File: src/rtl/wb_dev_master_pkg.sv
// Shared constants for the Wishbone development master: FSM encodings and default abort timeout.
`ifndef WB_DEV_MASTER_DEFINES
`define WB_DEV_MASTER_DEFINES
`define WBDM_ST_IDLE         2'd0
`define WBDM_ST_BUS          2'd1
`define WBDM_ST_DONE         2'd2
`define WBDM_TIMEOUT_DEFAULT 255
`endif

package wb_dev_master_pkg;

  typedef enum logic [1:0] {
    ST_IDLE = `WBDM_ST_IDLE,
    ST_BUS  = `WBDM_ST_BUS,
    ST_DONE = `WBDM_ST_DONE
  } wbdm_state_t;

endpackage

File: src/rtl/wb_dev_master.sv
// Single-transaction Wishbone classic master: one request in, one bus cycle out,
// one-cycle response pulse back, with a bounded wait for ACK.
module wb_dev_master
  import wb_dev_master_pkg::*;
#(
  parameter int ADDR_BITS = 16,
  parameter int TIMEOUT   = `WBDM_TIMEOUT_DEFAULT
) (
  input  logic                   clk,
  input  logic                   rst,
  input  logic                   req_i,
  input  logic [ADDR_BITS-1:2]   req_addr_i,
  input  logic [3:0]             req_sel_i,
  input  logic                   req_we_i,
  input  logic [31:0]            req_data_i,
  output logic                   req_busy_o,
  output logic                   resp_valid_o,
  output logic [31:0]            resp_data_o,
  output logic                   resp_err_o,
  output logic                   wbm_cyc_o,
  output logic                   wbm_stb_o,
  output logic [ADDR_BITS-1:2]   wbm_addr_o,
  output logic [3:0]             wbm_sel_o,
  output logic                   wbm_we_o,
  output logic [31:0]            wbm_data_o,
  input  logic [31:0]            wbm_data_i,
  input  logic                   wbm_ack_i
);

  localparam logic [7:0] TIMEOUT_LAST = 8'(TIMEOUT - 1);

  wbdm_state_t r_state;
  logic [7:0]  r_count;

  // ACK is checked before the timeout so a late ACK on the final wait cycle still completes cleanly.
  always_ff @(posedge clk) begin
    if (rst) begin
      r_state      <= ST_IDLE;
      r_count      <= 8'd0;
      req_busy_o   <= 1'b0;
      resp_valid_o <= 1'b0;
      resp_data_o  <= 32'd0;
      resp_err_o   <= 1'b0;
      wbm_cyc_o    <= 1'b0;
      wbm_stb_o    <= 1'b0;
      wbm_addr_o   <= '0;
      wbm_sel_o    <= 4'd0;
      wbm_we_o     <= 1'b0;
      wbm_data_o   <= 32'd0;
    end else begin
      resp_valid_o <= 1'b0;
      case (r_state)
        ST_IDLE: begin
          if (req_i) begin
            wbm_addr_o <= req_addr_i;
            wbm_sel_o  <= req_sel_i;
            wbm_we_o   <= req_we_i;
            wbm_data_o <= req_data_i;
            wbm_cyc_o  <= 1'b1;
            wbm_stb_o  <= 1'b1;
            r_count    <= 8'd0;
            req_busy_o <= 1'b1;
            r_state    <= ST_BUS;
          end
        end
        ST_BUS: begin
          if (wbm_ack_i) begin
            if (!wbm_we_o) begin
              resp_data_o <= wbm_data_i;
            end
            wbm_cyc_o    <= 1'b0;
            wbm_stb_o    <= 1'b0;
            resp_err_o   <= 1'b0;
            resp_valid_o <= 1'b1;
            r_state      <= ST_DONE;
          end else if (r_count == TIMEOUT_LAST) begin
            wbm_cyc_o    <= 1'b0;
            wbm_stb_o    <= 1'b0;
            resp_err_o   <= 1'b1;
            resp_data_o  <= 32'd0;
            resp_valid_o <= 1'b1;
            r_state      <= ST_DONE;
          end else begin
            r_count <= r_count + 8'd1;
          end
        end
        ST_DONE: begin
          req_busy_o <= 1'b0;
          r_state    <= ST_IDLE;
        end
        default: begin
          req_busy_o <= 1'b0;
          wbm_cyc_o  <= 1'b0;
          wbm_stb_o  <= 1'b0;
          r_state    <= ST_IDLE;
        end
      endcase
    end
  end

endmodule

File: config.mk
export PLATFORM = sky130hd
export DESIGN_NAME = wb_dev_master
export DESIGN_NICKNAME = d
export VERILOG_FILES = /design/src/rtl/wb_dev_master_pkg.sv /design/src/rtl/wb_dev_master.sv
export SDC_FILE = /design/constraint.sdc
export NUM_CORES = 1
export LEC_CHECK = 0
export BUFFER_PORTS_ARGS = -buffer_cell sky130_fd_sc_hd__buf_2
export CAP_MARGIN = 20
export CORE_AREA = 2 2 119 87
export DETAILED_ROUTE_END_ITERATION = 10
export DIE_AREA = 0 0 121 89
export PLACE_DENSITY = 0.78
export SYNTH_ARGS = -nofsm -noshare
export SYNTH_HDL_FRONTEND = slang
export SYNTH_SLANG_ARGS = --single-unit
File: constraint.sdc
create_clock -name clk -period 1.4 [get_ports clk]
set_input_delay 0.07 -clock clk [delete_from_list [all_inputs] [get_ports clk]]
set_output_delay 0.07 -clock clk [all_outputs]
set_load 0.005 [all_outputs]
==> metrics.yaml, run 1 <==
status: "finished with violations"
violations: "negative setup slack"
r2r_start: "r_count[0]$_SDFFE_PP0P_"
io_buffer_count: 174
r2r_slack_ns: -0.12
timing.fmax_mhz: 659
timing.final.crit_period_ns: 1.52
ir_drop_uv: 620
yosysMostFrequentCell: "nand2_1"
cp-start-kind: "flip-flop"
synth_edf_count: 0
drt_drc_violations_left: 0
period_share: 1.08
synthArstFlopShare: 0
area_growth_pct: 55.8
grt_usage: 0.229
first_iter_violations: 205
yosys_warnings: 0
cts_tree: "done"
row_count: 30
tns_ns: -3.39
synth.distinct_cells: 35
drt-wirelength-per-cell_um: 16.3
grt_pass1_wl_um: 19600
ioPinCount: 175
power_per_cell_area_nw_per_um2: 1070
clk_pin_slew_ns: 0.07
layout-drive-gt1-share: 0.467
worst_slew_pin_slew_ns: 0.414
die_w_um: 121
clock_skew_ns: 0.0110
final_cells: 820
synth_area_leaders: "dfxtp_1 (48%), nand2_1 (9.7%), nand3_2 (7.4%), a21oi_1 (7.3%), a21oi_2 (6.5%)"
start_util: 0.425
ff2ff_path_depth: 7
synthCells: 450
min-delay-start: "wbm_data_i[18]"
synth_area_per_cell_um2: 8.97
fp.dieArea_um2: 10800
min_path_cells: 3
cts-buffers-inserted: 9
seqPwrFrac: 0.453
grt_max_degree: 42
hold_path_end: "resp_data_o[18]$_SDFFE_PP0P_"
ys_top_cells_by_count: "nand2_1 (104), dfxtp_1 (97), a21oi_1 (59)"
clk_latency_ns: 0.35
yosysTopAreaCellShare: 0.481
grt_pass1_vias: 4090
gp_routability_congestion: 0.823
maxSlewHeadroom: 0.724
arrival_ns: 1.74
htree_levels: 3
comb_power_share: 0.170
reg2reg_to: "resp_data_o[6]$_SDFFE_PP0P_"
endpoint_kind: "flip-flop"
dpl.hpwl_um: 7680
cts.sinks: 97
synthFlopType: "dfxtp_1"
setup_viol: 41
drv_cap: 0
clkPwrFrac: 0.376
fp.coreArea_um2: 9500
rsz0062_at_grt: "yes"
cts_max_path_buffers: 2
die_h_um: 89
grt-ovfl-total: 0
placed_cells: 743
yosysSeqAreaShare: 0.481
viasPerCell: 5.26
num-nets-final: 776
final_area_um2: 6290
hold_violations: 0
syn_area_um2: 4040
holdCritPathClass: "in2reg"
switching_share: 0.264
p_leak_nw: 2.65
slew_violations: 0
routed_wirelength_um: 13400
synth_top_area_cell: "dfxtp_1"
setup_slack_ns: -0.118
critPathRequiredTime_ns: 1.62
hold_slack_ns: 0.0165
placedInstanceArea_um2: 5140
power.switching_mw: 1.77
critPathKind: "reg2reg"
ys_ff_latch: 97
detail-route-antenna-nets: 0
cts-root-buf: "clkbuf_16"
p_int_mw: 4.94
drt_pass1_iterations: 4
synth_nets: 539
total_power_mw: 6.71
via_count: 4311
antenna_found_initial: 0
antennaDiodeCount: 0
worst-path-max-fanout: 16
-- cell usage in the layout (no fill, tap or decap), drive strengths merged --
| cell | netlist | routed |
|---|---|---|
| ha | 2 | 2 |
| o41ai | 2 | 2 |
| a311oi | 1 | 1 |
| mux2i | 2 | 2 |
| bufinv | 0 | 1 |
| a31oi | 2 | 2 |
| nand2b | 3 | 3 |
| and3 | 1 | 1 |
| dfxtp | 97 | 97 |
| or4 | 1 | 1 |
| a21boi | 1 | 1 |
| nand3 | 44 | 44 |
| clkbuf | 17 | 14 |
| nor3 | 2 | 2 |
| or2 | 2 | 2 |
| nor2 | 9 | 9 |
| and4 | 1 | 1 |
| o31ai | 1 | 1 |
| nor3b | 3 | 3 |
| nand4 | 1 | 1 |
| nand2 | 104 | 104 |
| o211ai | 1 | 1 |
| clkinv | 0 | 4 |
| a21oi | 89 | 89 |
| or3 | 3 | 3 |
| o21ai | 4 | 4 |
| dlygate4sd3 | 0 | 51 |
| a22oi | 32 | 32 |
| inv | 4 | 4 |
| buf | 21 | 210 |
-- worst max-delay path: stages (launching register included) --
cell     delay [ns]
dfxtp_4        0.37
inv_4          0.07
ha_4           0.15
nand3_4        0.08
or3_4          0.39
buf_12         0.18
nand3_2        0.09
a21oi_2        0.05
-- timing repair --
| item | CTS | global route |
|---|---|---|
| hold endpoints to repair | 52 | 0 |
| pin swaps | 20 | 15 |
| gates cloned | 1 | 5 |
| hold buffers | 51 | 0 |
| endpoints found under the setup margin | 42 | 89 |
| setup buffers | 0 | 5 |
| resized for setup | 17 | 25 |
-- kinds of logic after synthesis --
family	count (synthesis)	share of synthesized area
and+or+nand+nor	174	0.227
AOI/OAI and AO/OA	133	0.218
DFF	97	0.481
buffers and inverters	42	0.0629
muxes	2	0.00496
adders and majority gates	2	0.00620
-- power groups by stage --
stage	Combinational [mW]	Sequential, mW	Clock, mW
after CTS	1.03	3.03	2.56
after detailed placement	0.906	3.09	0
after floorplan	0.460	3.10	0
after global routing	1.24	3.06	2.67
final	1.14	3.04	2.53
after global placement	0.875	3.09	0
-- flip-flops by register name, indices dropped and copies added, names as in the netlist --
register and cells:
r_count 8, r_state 2, req_busy_o 1, resp_data_o 32, resp_err_o 1, resp_valid_o 1, wbm_addr_o 14, wbm_data_o 32
wbm_sel_o 4, wbm_stb_o 1, wbm_we_o 1
-- worst max path at each step --
stage                                        from                           end  slack (ns)
after global routing      r_count[0]$_SDFFE_PP0P_       r_count[6]$_SDFFE_PP0P_       -0.15
after CTS                 r_count[0]$_SDFFE_PP0P_   resp_data_o[6]$_SDFFE_PP0P_       -0.08
after detailed placement  r_count[0]$_SDFFE_PP0P_  resp_data_o[27]$_SDFFE_PP0P_       -0.17
final                     r_count[0]$_SDFFE_PP0P_   resp_data_o[6]$_SDFFE_PP0P_       -0.12
after global placement    r_count[0]$_SDFFE_PP0P_  resp_data_o[27]$_SDFFE_PP0P_       -0.13
after floorplan           r_count[0]$_SDFFE_PP0P_  resp_data_o[10]$_SDFFE_PP0P_       -0.04
-- metal layers --
metal  part of all wire  GRT usage  up-vias
met4              0.033      0.109        0
met1               0.42      0.277     2052
li1                   -          -     2042
met5                  0          0        -
met2               0.49      0.383      178
met3              0.058     0.0612       39
-- per-stage QoR --
stage	util	worst slack, ns
floorplan	-	-0.0359
global placement	0.542	-0.127
detailed placement	0.542	-0.175
CTS	0.637	-0.0825
global route	0.662	-0.149
finish	0.662	-0.118
-- area by class of cell --
cell class | count | area, µm²
fillers | 699 | 3210
multi-input cells | 311 | 2020
flip-flops and latches | 97 | 1950
repair buffers | 264 | 1830
clock buffers | 11 | 243
well taps | 128 | 160
clock inverters | 5 | 65.1
inverters | 4 | 17.5
Power figures use the tool's default switching activity.
==> run 2, diff against run 1 <==
Settings changed: ABC_AREA set to 1, CORE_AREA 2 2 119 87 to 2 2 120 87, DIE_AREA 0 0 121 89 to 0 0 122 89.
==> run 2 against run 1 <==
The run ends with negative hold slack, negative setup slack left. Non-clock buffer count decreased by 23. Via count increased by 3.0%. Clock skew is 0.0037 ns lower. Power grew 3.6%. Sequential power hardly changed. Critical endpoint is now resp_data_o[31]$_SDFFE_PP0P_.
==> metrics.yaml, run 2 <==
drt_pass1_iterations: 5
routed_wirelength_um: 12200
status: "finished with violations"
slew_violations: 0
critPathKind: "reg2reg"
pre_cts_ws_ns: -0.0663
endpoint_kind: "flip-flop"
drt-wirelength-per-cell_um: 12.8
timing.fmax_mhz: 702
fp.dieArea_um2: 10900
synth_area_leaders: "dfxtp_1 (47%), nor2_1 (14%), nand2_1 (11%), inv_1 (6.9%), o21ai_0 (6.7%)"
drt_drc_violations_left: 0
cts.sinks: 97
clock_skew_ns: 0.00733
p_leak_nw: 3.11
die_h_um: 89
antennaDiodeCount: 0
dpl.hpwl_um: 7400
htree_levels: 3
io_buffer_count: 174
hold_violations: 1
worst-path-max-fanout: 8
rsz0062_at_grt: "yes"
critPathRequiredTime_ns: 1.68
yosysSeqAreaShare: 0.473
grt_pass1_vias: 3902
grt_pass1_wl_um: 18500
grt_usage: 0.214
synthCells: 600
cpPeakStageDelay_ns: 0.38
violations: "negative hold slack, negative setup slack"
ys_top_cells_by_count: "nor2_1 (149), nand2_1 (125), dfxtp_1 (97)"
antenna_found_initial: 0
syn_area_um2: 4110
arrival_ns: 1.70
layout_commonest_cell: "buf_2"
holdCritPathClass: "in2reg"
grt-ovfl-total: 0
cp_cell_sequence: "nand2_2 > nor2_4 > nand2_2 > nand2_4 > nand3_4 > clkbuf_16 > nand2_1 > inv_1 > nor2_1"
multi_input_area_um2: 1790
synthArstFlopShare: 0
final_cell_mix: "buf_2 (174), nor2_1 (145), nand2_1 (106), dfxtp_1 (95), inv_1 (69)"
row_count: 30
synth_area_per_cell_um2: 6.85
gp_routability_congestion: 0.820
setup_slack_ns: -0.0248
synth_nets: 689
yosysMostFrequentCell: "nor2_1"
slowest_stage: "dfxtp_1"
cts-root-buf: "clkbuf_16"
worst_slew_pin_slew_ns: 0.321
timing.final.crit_period_ns: 1.42
maxSlewHeadroom: 0.786
power_per_cell_area_nw_per_um2: 1120
routed.top_layer: "met4"
setup_viol: 11
synth.distinct_cells: 22
synthFlopType: "dfxtp_1"
num-nets-final: 903
biggestRegsByFlops: "resp_data_o: 32 flops, wbm_data_o: 32 flops, wbm_addr_o: 14 flops"
viasPerCell: 4.69
ir_drop_uv: 589
cp-start-kind: "flip-flop"
ioPinCount: 175
met1Wirelength_um: 5360
synth_edf_count: 0
clk_latency_ns: 0.34
start_util: 0.429
cts-buffers-inserted: 9
drv_cap: 0
ys_ff_latch: 97
yosysTopAreaCellShare: 0.473
detail-route-antenna-nets: 0
nFillCells: 870
die_w_um: 122
cts_tree: "done"
cp_common_cell: "nand2_2"
tns_ns: -0.138
cts_max_path_buffers: 2
wl_met2_um: 5830
fp.coreArea_um2: 9570
via_count: 4442
area_growth_pct: 50.6
first_iter_violations: 306
layout-drive-gt1-share: 0.324
hold_slack_ns: -0.000354
regArea_um2: 1940
period_share: 1.02
yosys_warnings: 0
synth_top_area_cell: "dfxtp_1"
wl_met3_um: 688
clk_pin_slew_ns: 0.07
grt_max_degree: 53
==> run 2: cell count changes in the layout (fill, tap and decap cells not counted), moves of 4 or more <==
cell | before | now
nand2_2 | 0 | 18
a21oi_1 | 55 | 6
nand3_2 | 36 | 1
dlygate4sd3_1 | 51 | 36
buf_6 | 6 | 2
inv_1 | 3 | 69
nand4_1 | 0 | 33
o21ai_0 | 0 | 54
buf_4 | 24 | 15
inv_2 | 0 | 8
a21oi_2 | 33 | 4
nor2_1 | 8 | 145
a22oi_1 | 32 | 0
==> run 2: area by class of cell <==
class / instances / share of cell area
inverters: 78 / 0.0473
repair buffers: 241 / 0.270
multi-input cells: 387 / 0.289
clock inverters: 6 / 0.0146
clock buffers: 10 / 0.0386
well taps: 128 / 0.0259
flip-flops and latches: 97 / 0.314
==> run 2: final timing paths <==
path / depth (start not counted) / start / to / slack [ns]
setup / recovery: 9 / r_count[3]$_SDFFE_PP0P_ / resp_data_o[31]$_SDFFE_PP0P_ / -0.02
hold / removal: 3 / req_data_i[4] / wbm_data_o[4]$_SDFFE_PP0P_ / -0.0004
setup reg to reg: 9 / r_count[3]$_SDFFE_PP0P_ / resp_data_o[31]$_SDFFE_PP0P_ / -0.02
hold reg to reg: 2 / req_busy_o$_SDFFE_PP0P_ / req_busy_o$_SDFFE_PP0P_ / 0.46
==> run 2: stage by stage <==
step	cell area [µm²]	power (mW)	utilization	hold slack, ns	cells
global placement	5210	4.14	0.544	0.317	886
finish	6190	6.95	0.647	-0.000354	947
floorplan	4110	3.68	-	0.237	600
global route	6190	7.29	0.647	0.00566	947
CTS	6000	6.95	0.627	0.000462	944
detailed placement	5210	4.16	0.544	0.326	886
==> run 2: timing repair <==
action,in CTS,in global routing
hold buffers,36,0
hold endpoints to repair,36,0
pin swaps,2,31
resized for setup,9,40
setup buffers,4,0
cloned,2,3
setup endpoints to repair,33,45
==> run 2: per-layer routing <==
| metal | vias to the layer above | GRT usage |
|---|---|---|
| met3 | 28 | 0.0497 |
| met5 | - | 0 |
| met2 | 149 | 0.353 |
| met4 | 0 | 0.0805 |
| met1 | 1990 | 0.275 |
| li1 | 2275 | - |
==> run 2: where the power goes <==
group	switching (mW)	leakage (nW)	internal, mW
Clock	1.05	0.159	1.62
Combinational	0.635	2.15	0.590
Sequential	0.0983	0.799	2.96
Total	1.78	3.11	5.17
==> run 2: cells by family (layout without fill, tap and decap cells) <==
family / after synthesis / after routing / share of synthesized area
compound gates: 66 / 66 / 0.0813
fa+ha+maj: 2 / 2 / 0.00609
buf+inv: 116 / 335 / 0.118
flops: 97 / 97 / 0.473
simple gates: 319 / 319 / 0.322
==> run 2: critical path, delay by kind of cell (launching register included) <==
| family | cells | cell delay (ns) |
|---|---|---|
| simple gates | 7 | 0.74 |
| buf+inv | 2 | 0.26 |
| flops | 1 | 0.38 |
